**config.mk**
```make
export PLATFORM = sky130hd
export DESIGN_NAME = rgb_switch_conditioner
export DESIGN_NICKNAME = d
export VERILOG_FILES = /design/src/rtl/rgb_switch_conditioner_pkg.sv /design/src/rtl/rgb_switch_conditioner_debounce_channel.sv /design/src/rtl/rgb_switch_conditioner.sv
export SDC_FILE = /design/constraint.sdc
export NUM_CORES = 1
export LEC_CHECK = 0
export ABC_AREA = 1
export ABC_CLOCK_PERIOD_IN_PS = 1650
export CAP_MARGIN = 20
export CORE_AREA = 3 3 106 108
export CTS_CLUSTER_DIAMETER = 120
export DETAILED_ROUTE_END_ITERATION = 10
export DIE_AREA = 0 0 109 111
export SYNTH_ARGS = -nofsm -noshare
export SYNTH_HDL_FRONTEND = slang
export SYNTH_SLANG_ARGS = --single-unit
export TNS_END_PERCENT = 5
```
**constraint.sdc**
```tcl
create_clock -name clk -period 1.65 [get_ports clk]
set_input_delay 0.2475 -clock clk [delete_from_list [all_inputs] [get_ports clk]]
set_output_delay 0.2475 -clock clk [all_outputs]
set_load 0.05 [all_outputs]
```
**src/rtl/rgb_switch_conditioner_pkg.sv**
```systemverilog
// -----------------------------------------------------------------------------
// Package: rgb_cond_pkg
// Purpose: shared constants and types for the RGB switch conditioner.
//   NUM_CH            number of colour channels
//   CH_R/CH_G/CH_B    bit positions of red/green/blue in the channel vectors
//   debounce_state_t  2-bit state of the per-channel debounce FSM
//   vs_active()       maps the raw v_sync level onto "inside the sync pulse"
// -----------------------------------------------------------------------------
package rgb_cond_pkg;

    localparam int NUM_CH = 3;
    localparam int CH_R   = 2;
    localparam int CH_G   = 1;
    localparam int CH_B   = 0;

    // Encoding chosen so that bit 1 is the debounced level (S_HI, S_WAIT_LO).
    typedef enum logic [1:0] {
        S_LO      = 2'd0,
        S_WAIT_HI = 2'd1,
        S_HI      = 2'd2,
        S_WAIT_LO = 2'd3
    } debounce_state_t;

    // True while v_sync sits inside its pulse, whatever the pulse polarity.
    function automatic logic vs_active(input logic v_sync, input logic active_low);
        return active_low ? ~v_sync : v_sync;
    endfunction

endpackage

```
**src/rtl/rgb_switch_conditioner_debounce_channel.sv**
```systemverilog
// -----------------------------------------------------------------------------
// Module: debounce_channel
// Purpose: one colour switch: two-flop synchroniser followed by a debounce FSM
//          that only accepts a new level after DEBOUNCE_CYCLES stable samples.
// Ports:
//   clk    in   system clock
//   reset  in   synchronous, active-low reset
//   raw    in   raw asynchronous switch level
//   db     out  debounced level (state register bit, no combinational path)
//   rise   out  high in the cycle whose clock edge moves the FSM S_WAIT_HI->S_HI
// -----------------------------------------------------------------------------
module debounce_channel
    import rgb_cond_pkg::*;
#(
    parameter int DEBOUNCE_CYCLES = 1_000_000,
    parameter int CNT_W           = 20
) (
    input  logic clk,
    input  logic reset,
    input  logic raw,
    output logic db,
    output logic rise
);

    localparam logic [CNT_W-1:0] CNT_LAST = CNT_W'(DEBOUNCE_CYCLES - 1);
    localparam logic [CNT_W-1:0] CNT_ZERO = {CNT_W{1'b0}};
    localparam logic [CNT_W-1:0] CNT_ONE  = CNT_W'(1);

    logic [1:0]       r_sync;
    debounce_state_t  r_state;
    logic [CNT_W-1:0] r_cnt;
    debounce_state_t  w_state_nxt;
    logic [CNT_W-1:0] w_cnt_nxt;
    logic             w_s;

    assign w_s = r_sync[1];

    // State register: synchroniser, FSM state and stability counter.
    always_ff @(posedge clk) begin
        if (!reset) begin
            r_sync  <= 2'b00;
            r_state <= S_LO;
            r_cnt   <= CNT_ZERO;
        end else begin
            r_sync  <= {r_sync[0], raw};
            r_state <= w_state_nxt;
            r_cnt   <= w_cnt_nxt;
        end
    end

    // Next-state logic; the counter is cleared whenever the FSM changes state,
    // so it saturates at CNT_LAST and never wraps.
    always_comb begin
        w_state_nxt = r_state;
        w_cnt_nxt   = r_cnt;
        case (r_state)
            S_LO: begin
                if (w_s) begin
                    w_state_nxt = S_WAIT_HI;
                    w_cnt_nxt   = CNT_ZERO;
                end else begin
                    w_state_nxt = S_LO;
                end
            end
            S_WAIT_HI: begin
                if (!w_s) begin
                    w_state_nxt = S_LO;
                    w_cnt_nxt   = CNT_ZERO;
                end else if (r_cnt == CNT_LAST) begin
                    w_state_nxt = S_HI;
                    w_cnt_nxt   = CNT_ZERO;
                end else begin
                    w_cnt_nxt   = r_cnt + CNT_ONE;
                end
            end
            S_HI: begin
                if (!w_s) begin
                    w_state_nxt = S_WAIT_LO;
                    w_cnt_nxt   = CNT_ZERO;
                end else begin
                    w_state_nxt = S_HI;
                end
            end
            S_WAIT_LO: begin
                if (w_s) begin
                    w_state_nxt = S_HI;
                    w_cnt_nxt   = CNT_ZERO;
                end else if (r_cnt == CNT_LAST) begin
                    w_state_nxt = S_LO;
                    w_cnt_nxt   = CNT_ZERO;
                end else begin
                    w_cnt_nxt   = r_cnt + CNT_ONE;
                end
            end
            default: begin
                w_state_nxt = S_LO;
                w_cnt_nxt   = CNT_ZERO;
            end
        endcase
    end

    // Output decode: db is a pure state decode, rise flags the committing edge.
    always_comb begin
        db   = (r_state == S_HI) || (r_state == S_WAIT_LO);
        rise = (r_state == S_WAIT_HI) && w_s && (r_cnt == CNT_LAST);
    end

endmodule

```
**src/rtl/rgb_switch_conditioner.sv**
```systemverilog
// -----------------------------------------------------------------------------
// Module: rgb_switch_conditioner
// Purpose: conditions three raw colour switches into frame-stable red/green/blue
//          levels for the VGA top. Each switch is synchronised and debounced;
//          the selected levels are latched only on entry into the v_sync pulse,
//          so the colour never changes mid-frame.
// Ports:
//   clk         in   system clock (same as VGA)
//   reset       in   synchronous, active-low reset
//   sw_raw[2:0] in   raw switches, bit2=red, bit1=green, bit0=blue
//   v_sync      in   vertical sync (same net as VGA.v_sync)
//   red/green/blue out frame-stable colour levels
//   frame_tick  out  one-cycle strobe on the cycle the colour outputs update
// Configuration macro: RGB_TOGGLE_MODE_EN
//   defined   -> every debounced press flips that channel's colour
//   undefined -> the colour follows the debounced switch level
// -----------------------------------------------------------------------------
module rgb_switch_conditioner
    import rgb_cond_pkg::*;
#(
    parameter int DEBOUNCE_CYCLES  = 1_000_000,
    parameter int CNT_W            = 20,
    parameter int VSYNC_ACTIVE_LOW = 1
) (
    input  logic       clk,
    input  logic       reset,
    input  logic [2:0] sw_raw,
    input  logic       v_sync,
    output logic       red,
    output logic       green,
    output logic       blue,
    output logic       frame_tick
);

    logic [NUM_CH-1:0] w_db;
    logic [NUM_CH-1:0] w_rise;
    logic [NUM_CH-1:0] w_sel_src;
    logic [NUM_CH-1:0] r_sel;
    logic [NUM_CH-1:0] r_rgb;
    logic              r_tick;
    logic              r_vs_act_d;
    logic              w_vs_act;
    logic              w_frame_edge;

    for (genvar g = 0; g < NUM_CH; g++) begin : g_ch
        debounce_channel #(
            .DEBOUNCE_CYCLES (DEBOUNCE_CYCLES),
            .CNT_W           (CNT_W)
        ) u_ch (
            .clk   (clk),
            .reset (reset),
            .raw   (sw_raw[g]),
            .db    (w_db[g]),
            .rise  (w_rise[g])
        );
    end

    assign w_vs_act     = vs_active(v_sync, VSYNC_ACTIVE_LOW != 0);
    // Only the entry into the pulse counts; a held pulse gives one edge.
    assign w_frame_edge = w_vs_act & ~r_vs_act_d;

`ifdef RGB_TOGGLE_MODE_EN
    logic [NUM_CH-1:0] r_toggle;

    // Toggle register: each debounced press flips its own channel.
    always_ff @(posedge clk) begin
        if (!reset) begin
            r_toggle <= {NUM_CH{1'b0}};
        end else begin
            r_toggle <= r_toggle ^ w_rise;
        end
    end

    assign w_sel_src = r_toggle;
`else
    logic w_unused_rise;

    assign w_unused_rise = ^w_rise;
    assign w_sel_src     = w_db;
`endif

    // Selection register: one cycle of delay so a commit coinciding with the
    // frame edge is only seen on the following frame.
    always_ff @(posedge clk) begin
        if (!reset) begin
            r_sel <= {NUM_CH{1'b0}};
        end else begin
            r_sel <= w_sel_src;
        end
    end

    // Frame latch: vsync history, colour outputs and the update strobe.
    always_ff @(posedge clk) begin
        if (!reset) begin
            r_vs_act_d <= 1'b0;
            r_rgb      <= {NUM_CH{1'b0}};
            r_tick     <= 1'b0;
        end else begin
            r_vs_act_d <= w_vs_act;
            if (w_frame_edge) begin
                r_rgb  <= r_sel;
                r_tick <= 1'b1;
            end else begin
                r_tick <= 1'b0;
            end
        end
    end

    assign red        = r_rgb[CH_R];
    assign green      = r_rgb[CH_G];
    assign blue       = r_rgb[CH_B];
    assign frame_tick = r_tick;

endmodule

```
; Word-level counts from Yosys, hierarchy flattened
; Cells that the tools add are included.
[totals]
output_inout_bits = 4
elab_cells = 95
regBits = 80
[op_classes]
n_addsub = 3
eq_ne = 24
bitwise = 3
n_reduce_logical = 12
n_mux = 40
[ops]
columns = cell, n
row1 = 2-to-1 mux 20 bit, 15
row2 = one-hot mux 20 bit (4 select lines), 3
row3 = adder 20 x 1 -> 20 bit (second input constant), 3
row4 = equality test 20 bit (second input constant), 3
row5 = 2-to-1 mux 2 bit, 12
row6 = one-hot mux 2 bit (4 select lines), 3
row7 = equality test 2 bit (second input constant), 6
row8 = AND reduction 2 bit, 6
row9 = inequality test 3 x 1 -> 1 bit (second input constant), 3
row10 = inequality test 3 bit (second input constant), 3
row11 = 2-to-1 mux 1 bit, 7
row12 = equality test 2 x 1 -> 1 bit (second input constant), 3
row13 = zero test 2 bit, 3
row14 = inequality test 2 x 1 -> 1 bit (second input constant), 3
row15 = inequality test 2 bit (second input constant), 3
row16 = logical OR 1 bit, 3
row17 = inverter 1 bit, 2
row18 = bitwise AND 1 bit, 1

; Logic depth before layout (Yosys ltp)
; Gate-level depths: netlist (run 1).
[depth]
word_depth = 4
mapped_depth = 11
depth_no_buf = 10

; Modules after synthesis
; Synthesis (run 1) repeated with hierarchy kept, for this count alone.
[hier_totals]
hier_cells = 668
area_unflattened_um2 = 4428.0
[modules_own_cells]
columns = module, cells_each, instances, area_per_inst_um2
row1 = debounce_channel at g_ch[0].u_ch ..., 198, 2, 1332.5
row2 = debounce_channel at g_ch[2].u_ch, 239, 1, 1500.2
row3 = rgb_switch_conditioner, 33, 1, 262.8

; Worst setup path before layout (run 1)
; No wires, ideal clock.
[synth_path]
path_type = register -> register
from = register g_ch[1].u_ch.r_cnt[1]
to = register g_ch[1].u_ch.r_cnt[2]
synth_period_minus_slack_ns = 1.330
arrival_time_ns = 1.219
setup_ns = 0.110
required_time_ns = 1.540
path_stages_with_launch = 10
n_path_buf = 1
path_slack_ns = 0.320
path_cell_list = dfxtp_1 -> ha_1 -> nand3_1 -> nor2_1 -> nand3_1 -> buf_2 -> nand3_1 -> nand2_1 -> nand3b_1 -> inv_1
[synth_between]
elab_chain_cells = 4
word_cells_on_any_way = 6
cone_classes = add/sub: 1 / eq/ne: 1 / mux: 4
[synth_rtl]
columns = item, line_no
row1 = "start, declared", rgb_switch_conditioner_debounce_channel.sv:31  ; logic [CNT_W-1:0] r_cnt;
row2 = "start signal, assigned", rgb_switch_conditioner_debounce_channel.sv:47  ; r_cnt <= w_cnt_nxt;
row3 = adder 20 x 1 -> 20 bit / equality test 20 bit (equally long branches), n/a
row4 = 2-to-1 mux 20 bit *, "rgb_switch_conditioner_debounce_channel.sv:69, rgb_switch_conditioner_debounce_channel.sv:88"
row5 = "2-to-1 mux 20 bit, on equally long branches", "rgb_switch_conditioner_debounce_channel.sv:85, rgb_switch_conditioner_debounce_channel.sv:66"
row6 = one-hot mux 20 bit (4 select lines) *, rgb_switch_conditioner_debounce_channel.sv:56  ; case (r_state)
; Mark *: on every way between the ends. The rest lies on a longest branch, timed or not.
; A chain may end at the register's enable or synchronous reset.

; Worst setup path in the final report (run 1)
[layout_path]
from = register g_ch[1].u_ch.r_cnt[1]
to = register g_ch[1].u_ch.r_cnt[12]
; The elaborated chain is that of the path after synthesis.

==> key figures, run 1 <==
Critical path
  • Max incr delay on CP: 0.36 ns
  • CP bufs+invs: 0
  • Crit path cell chain: ha_1 > nand3_1 > nor2_1 > nand3_1 > nand2_1 > nand2_2 > nand2_2 > nor2_1
  • Required time of the critical path: 1.90 ns
  • Peak fanout along the critical path: 8
  • Cell family with most CP delay: simple AND/OR/NAND/NOR gates
  • Crit path DAT: 1.72 ns
  • Worst Setup Path Type: reg2reg
  • Worst path slowest cell: dfxtp_1
  • Reg2reg setup slack: 0.17 ns
  • Critical path launch point type: flop
  • Setup crit end kind: flop

Floorplan
  • Initial Utilization: 40.2%
  • CORE AREA: 10,300 sq um
  • Die outline width: 109 um
  • Die Ht: 111 um
  • Die area: 12,100 sq um
  • Ports: 10
  • Std-Cell Rows: 37

Synthesis
  • Mapped Cells: 616
  • Synthesized Nets: 625
  • Netlist cell types: 28
  • Syn. warnings: 0
  • Flops & latches, synth: 80
  • Synthesized area: 4150 sq um
  • Mapped Avg Cell Area: 6.74 sq um
  • Sequential area share after synthesis: 38.6%

Power
  • Pwr/cell area: 820 nW/um^2
  • Total power: 3.80 mW
  • Leakage: 1.79 nW
  • VDD IR max: 0.000587 V

Timing
  • Final period utilization: 89.4%
  • Final TNS setup: 0 ns
  • Final Hold Fails: 0
  • Worst hold slack: 0.416 ns
  • Slew at the pin closest to its max-slew limit: 0.481 ns
  • Endpoints failing setup: 0
  • Final Slew Violations: 0
  • RSZ-0062 raised after global routing: false
  • Clk_skew: 0.0115 ns
  • Fmax: 678 MHz
  • Tmin final: 1.48 ns
  • Slew margin rel.: 67.9%

Final layout
  • Non-Filler Instances: 773
  • # diodes: 0
  • Nets: 641
  • Most common cell after layout, fill and taps aside: nand2_1
  • Layout area overhead: 11.7%
  • Fin area: 4640 sq um
  • Commonest cells after routing, fill and taps aside: nand2_1, nor2_1, inv_1, dfxtp_1, nand3_1
  • Fill cells: 1,082
  • Ratio of cells with drive above 1 in the final layout: 9.11%

Clock tree
  • Reg clk slew, reported paths: 0.10 ns
  • Root buffer cell: clkbuf_8
  • Max Root-Sink Buffers: 2
  • Clk_lat worst skew: 0.35 ns
  • TritonCTS clock tree: built
  • Num CTS Buffers: 9
  • Cts hold-fix bufs: 0
  • Num Clock Sinks: 80
  • Htree depth: 3

Place
  • HPWL Detailed: 6.32 mm
  • Placed cells: 757
  • Placed Area: 4400 sq um
  • Gpl congestion: 0.875
  • Port Buffers: 9

Routing
  • Drt drc: 0
  • Total number of vias: 3,682
  • Via density: 4.76
  • Routed len/inst: 11.0 um
  • Initial DRC count: 278
  • WL final: 8.53 mm
  • DRT Pass-1 Iters: 4
  • Remaining antenna violation count: 0

Run
  • Max-cap violations: 0

GRT
  • Initial antenna violation count: 0
  • Largest net degree at the start of global routing: 36
  • First-pass GRT wire length: 15.5 mm
  • Remaining global-route overflow: 0
  • Total Routing Usage GR: 15.4%
  • Vias in the first global route: 3,563

Outcome
  • Status: completed

Worst hold path
  • HP Class: in2reg
## report_power, final
part           internal [mW]  switching (mW)  total, mW
clock network          0.892           0.795       1.69
logic                 0.0470           0.116      0.163
registers               1.95         0.00709       1.95
total                   2.88           0.918       3.80
## metal layers
metal | wire length [um] | vias up | share of wire, % | GRT usage, %
met4 | 90 | 0 | 1.1 | 4.63
li1 | - | 1949 | - | -
met5 | 0 | - | 0 | 0
met2 | 4070 | 51 | 48 | 25.4
met3 | 261 | 9 | 3.1 | 2.91
met1 | 4110 | 1673 | 48 | 20.2
## logic make-up (layout without fill, tap and decap cells)
| group | after synthesis | count (layout) | share of synthesized area [%] |
|---|---|---|---|
| and+or+nand+nor | 369 | 369 | 39.9 |
| buffers and inverters | 94 | 115 | 9.19 |
| DFF | 80 | 80 | 38.6 |
| AOI/OAI and AO/OA | 41 | 41 | 5.30 |
| xor gates and xnor gates | 29 | 29 | 6.11 |
| adders and majority gates | 3 | 3 | 0.904 |
## layout make-up
cell class,instances,area [sq um],share of cell area [%]
multi-input combinational,442,2180,47.0
clock buffer,9,124,2.67
inverter,84,315,6.80
timing repair buffer,15,138,2.97
sequential,80,1600,34.5
tap,136,170,3.67
clock inverter,7,111,2.40
## worst reg2reg max path, cell delays in order (launching register included)
cell     delay (ns)
dfxtp_1        0.36
ha_1           0.19
nand3_1        0.11
nor2_1         0.16
nand3_1        0.14
nand2_1        0.12
nand2_2        0.09
nand2_2        0.14
nor2_1         0.07
## metrics by stage
step	utilization, %	setup slack [ns]
2_1_floorplan	-	0.320
3_3_place_gp	42.6	0.179
3_5_place_dp	42.6	0.166
4_1_cts	44.9	0.145
5_1_grt	44.9	0.00122
6_report	44.9	0.174
## synthesized netlist by cell type
master | count | area [sq um]
clkbuf_1 | 3 | 11.3
xnor2_1 | 5 | 43.8
nand2_1 | 153 | 574
nand3_2 | 6 | 60.1
a21oi_1 | 21 | 105
o21ai_0 | 13 | 65.1
nor2_2 | 7 | 43.8
a21o_1 | 4 | 30.0
buf_6 | 2 | 22.5
dfxtp_1 | 80 | 1600
nand3b_1 | 10 | 75.1
nor3_1 | 7 | 35.0
nor2_1 | 110 | 413
or2_1 | 2 | 12.5
inv_1 | 82 | 308
inv_2 | 2 | 7.51
nand4_1 | 17 | 106
buf_4 | 3 | 22.5
o21ai_1 | 1 | 5.00
nand2_4 | 3 | 33.8
xor2_1 | 24 | 210
nor2_4 | 4 | 45.0
ha_1 | 3 | 37.5
nand2_2 | 8 | 50.1
a21oi_2 | 1 | 8.76
nand3_1 | 42 | 210
buf_2 | 2 | 10.0
o22ai_1 | 1 | 6.26
## state kept, by name (all words and copies together), names as in the netlist, named ones only
signal and flops:
frame_tick 1, g_ch.u_ch.r_cnt 60, g_ch.u_ch.r_state 3, g_ch.u_ch.r_sync 6, r_rgb 3, r_sel 3
r_vs_act_d 1
## path summary, 6_finish.rpt
kind,start,cells after the start,endpoint
worst min register to register,g_ch[2].u_ch.r_sync[0],2,g_ch[2].u_ch.r_sync[1]
worst min-delay path,sw_raw[2],3,g_ch[2].u_ch.r_sync[0]
worst max register to register,g_ch[1].u_ch.r_cnt[1],8,g_ch[1].u_ch.r_cnt[12]
worst max-delay path,g_ch[1].u_ch.r_cnt[1],8,g_ch[1].u_ch.r_cnt[12]
## repair_timing
action	4_1_cts	5_1_grt
gates resized for setup	0	2
setup buffers	0	0
setup endpoints to repair	0	13
(Power assumes the default switching activity.)
==> run 2: changes to the inputs <==
--- a/config.mk
+++ b/config.mk
@@ -6,12 +6,13 @@
 export NUM_CORES = 1
 export LEC_CHECK = 0
 export ABC_AREA = 1
-export ABC_CLOCK_PERIOD_IN_PS = 1650
+export ABC_CLOCK_PERIOD_IN_PS = 1600
 export CAP_MARGIN = 20
 export CORE_AREA = 3 3 106 108
 export CTS_CLUSTER_DIAMETER = 120
 export DETAILED_ROUTE_END_ITERATION = 10
 export DIE_AREA = 0 0 109 111
+export RECOVER_POWER = 25
 export SYNTH_ARGS = -nofsm -noshare
 export SYNTH_HDL_FRONTEND = slang
 export SYNTH_SLANG_ARGS = --single-unit
==> constraint.sdc (replaced) <==
create_clock -name clk -period 1.6 [get_ports clk]
set_input_delay 0.24 -clock clk [delete_from_list [all_inputs] [get_ports clk]]
set_output_delay 0.24 -clock clk [all_outputs]
set_load 0.05 [all_outputs]
==> run 2 against run 1 <==
Net effect:
- maximum frequency up 0.62%
- die area unchanged
- wire length down 0.18%
- global-route usage down 0.16 points
- cell area down 0.73%
- total power down 2.7%
- hold slack worse by 0.014 ns
- register-to-register slack worse by 0.04 ns
- clock power down 10%
- non-clock buffer count up 1
- combinational power about the same
- critical path type unchanged
==> key figures, run 2 (synthesis results as in run 1) <==
Final layout
  • # diodes: 0
  • Nets: 642
  • Max reg flops: 60
  • Ratio of cells with drive above 1 in the final layout: 9.25%
  • Top flop regs: g_ch.u_ch.r_cnt (60), g_ch.u_ch.r_sync (6)
  • Post-layout util: 44.6%
  • Layout area overhead: 10.9%
  • Most common cell after layout, fill and taps aside: nand2_1
  • Fill cells: 1,061
  • Commonest cells after routing, fill and taps aside: nand2_1, nor2_1, inv_1, dfxtp_1, nand3_1
  • Top reg by flops: g_ch.u_ch.r_cnt

Routing
  • Initial DRC count: 170
  • Total number of vias: 3,678
  • WL final: 8.52 mm
  • Drt drc: 0
  • Remaining antenna violation count: 0
  • DRT Pass-1 Iters: 4
  • Via density: 4.75
  • Routed len/inst: 11.0 um

Timing
  • Slew at the pin closest to its max-slew limit: 0.606 ns
  • Clk_skew: 0.0130 ns
  • Final Slew Violations: 0
  • Worst hold slack: 0.402 ns
  • Fmax: 682 MHz
  • Slew margin rel.: 59.7%
  • Tmin final: 1.47 ns
  • Final Hold Fails: 0
  • Endpoints failing setup: 0
  • Final period utilization: 91.7%
  • RSZ-0062 raised after global routing: true

Place
  • Gpl congestion: 0.913
  • Port Buffers: 9
  • HPWL Detailed: 6.23 mm

Critical path
  • Peak fanout along the critical path: 15
  • Setup crit end: g_ch[2].u_ch.r_cnt[16]
  • Worst Setup Path Type: reg2reg
  • RR Endpoint: g_ch[2].u_ch.r_cnt[16]
  • Setup crit end kind: flop
  • Critical path launch point type: flop
  • Required time of the critical path: 1.85 ns
  • Worst setup path startpoint: g_ch[2].u_ch.r_cnt[0]
  • FF-to-FF path depth: 8
  • Crit path DAT: 1.71 ns
  • Reg2reg setup slack: 0.13 ns
  • Critical R2R Launch: g_ch[2].u_ch.r_cnt[0]

Power
  • Total power: 3.70 mW
  • Switching part of the total: 24.7%
  • VDD IR max: 0.000444 V
  • Leakage: 1.77 nW
  • Pwr/cell area: 803 nW/um^2
  • P_sw: 0.915 mW
  • Clk pwr share: 41.1%
  • Internal: 2.78 mW
  • Sequential Power Share: 54.4%
  • Comb power frac: 4.5%

Floorplan
  • CORE AREA: 10,300 sq um
  • Die outline width: 109 um
  • Die area: 12,100 sq um
  • Std-Cell Rows: 37
  • Initial Utilization: 40.2%
  • Ports: 10
  • Die Ht: 111 um

Clock tree
  • TritonCTS clock tree: built
  • Root buffer cell: clkbuf_8
  • Num Clock Sinks: 80
  • Max Root-Sink Buffers: 2
  • Clk_lat worst skew: 0.36 ns
  • Num CTS Buffers: 9
  • Htree depth: 3
  • Reg clk slew, reported paths: 0.09 ns

GRT
  • Remaining global-route overflow: 0
  • Vias in the first global route: 3,461
  • Initial antenna violation count: 0
  • First-pass GRT wire length: 15.2 mm
  • Total Routing Usage GR: 15.3%
  • Largest net degree at the start of global routing: 36

Worst hold path
  • HP Class: in2reg

Outcome
  • Status: completed

Run
  • Max-cap violations: 0
==> run 2: changes by cell type in the layout (fill, tap and decap cells not counted), moves of 2 or more <==
cell / previous run / this run
inv_8: 3 / 0
clkbuf_2: 0 / 3
inv_6: 1 / 3
buf_4: 9 / 6
clkinvlp_4: 0 / 2
==> run 2: stage by stage <==
step / setup TNS, ns / cell area, sq um / std cells / worst slack [ns]
floorplan: 0 / 4150 / 616 / 0.270
global placement: 0 / 4400 / 758 / 0.146
detailed placement: 0 / 4400 / 758 / 0.128
CTS: 0 / 4600 / 774 / 0.107
global route: -0.130 / 4610 / 774 / -0.0370
finish: 0 / 4610 / 774 / 0.134
==> run 2: cell type report <==
type | count | area (sq um) | share of cell area (%)
Clock buffer | 9 | 124 | 2.69
Sequential cell | 80 | 1600 | 34.8
Tap cell | 136 | 170 | 3.69
Multi-Input combinational cell | 442 | 2180 | 47.4
Inverter | 84 | 315 | 6.85
Clock inverter | 7 | 76.3 | 1.66
Timing Repair Buffer | 16 | 134 | 2.91
==> run 2: repair_timing <==
| item | 4_1_cts | 5_1_grt |
|---|---|---|
| endpoints found under the setup margin | 0 | 25 |
| setup buffers | 0 | 0 |
| resized for setup | 0 | 4 |
| hold buffers | 0 | 0 |
| endpoints found under the hold margin | 0 | 0 |
==> run 2: critical path, cell delays in order, from the launching register on <==
cell,delay [ns]
dfxtp_1,0.39
ha_2,0.21
inv_1,0.06
nor2_2,0.16
nand3_2,0.12
nand2_1,0.11
nand2_2,0.11
nand2_8,0.14
nor2_1,0.06
==> run 2: worst min path at each step <==
| stage | from | to | cells after the start |
|---|---|---|---|
| after floorplan | v_sync | r_vs_act_d | 1 |
| after global placement | g_ch[2].u_ch.r_sync[0] | g_ch[2].u_ch.r_sync[1] | 2 |
| after detailed placement | g_ch[0].u_ch.r_sync[0] | g_ch[0].u_ch.r_sync[1] | 2 |
| after CTS | sw_raw[1] | g_ch[1].u_ch.r_sync[0] | 3 |
| after global routing | sw_raw[1] | g_ch[1].u_ch.r_sync[0] | 3 |
| final | sw_raw[2] | g_ch[2].u_ch.r_sync[0] | 3 |
==> run 2: routing by layer <==
layer | up-vias | global-route usage (%) | wire length [um]
li1 | 1954 | - | -
met1 | 1644 | 19.6 | 4120
met2 | 65 | 24.9 | 3970
met3 | 15 | 3.09 | 270
met4 | 0 | 5.98 | 159
met5 | - | 0 | 0
==> run 2: power by group through the flow <==
stage               Clock, mW  Combinational (mW)  Sequential [mW]
finish                   1.52               0.165             2.01
global route             1.67               0.183             2.02
CTS                      1.58               0.167             2.01
detailed placement          0               0.166             2.06
global placement            0               0.167             2.06
floorplan                   0               0.101             2.08
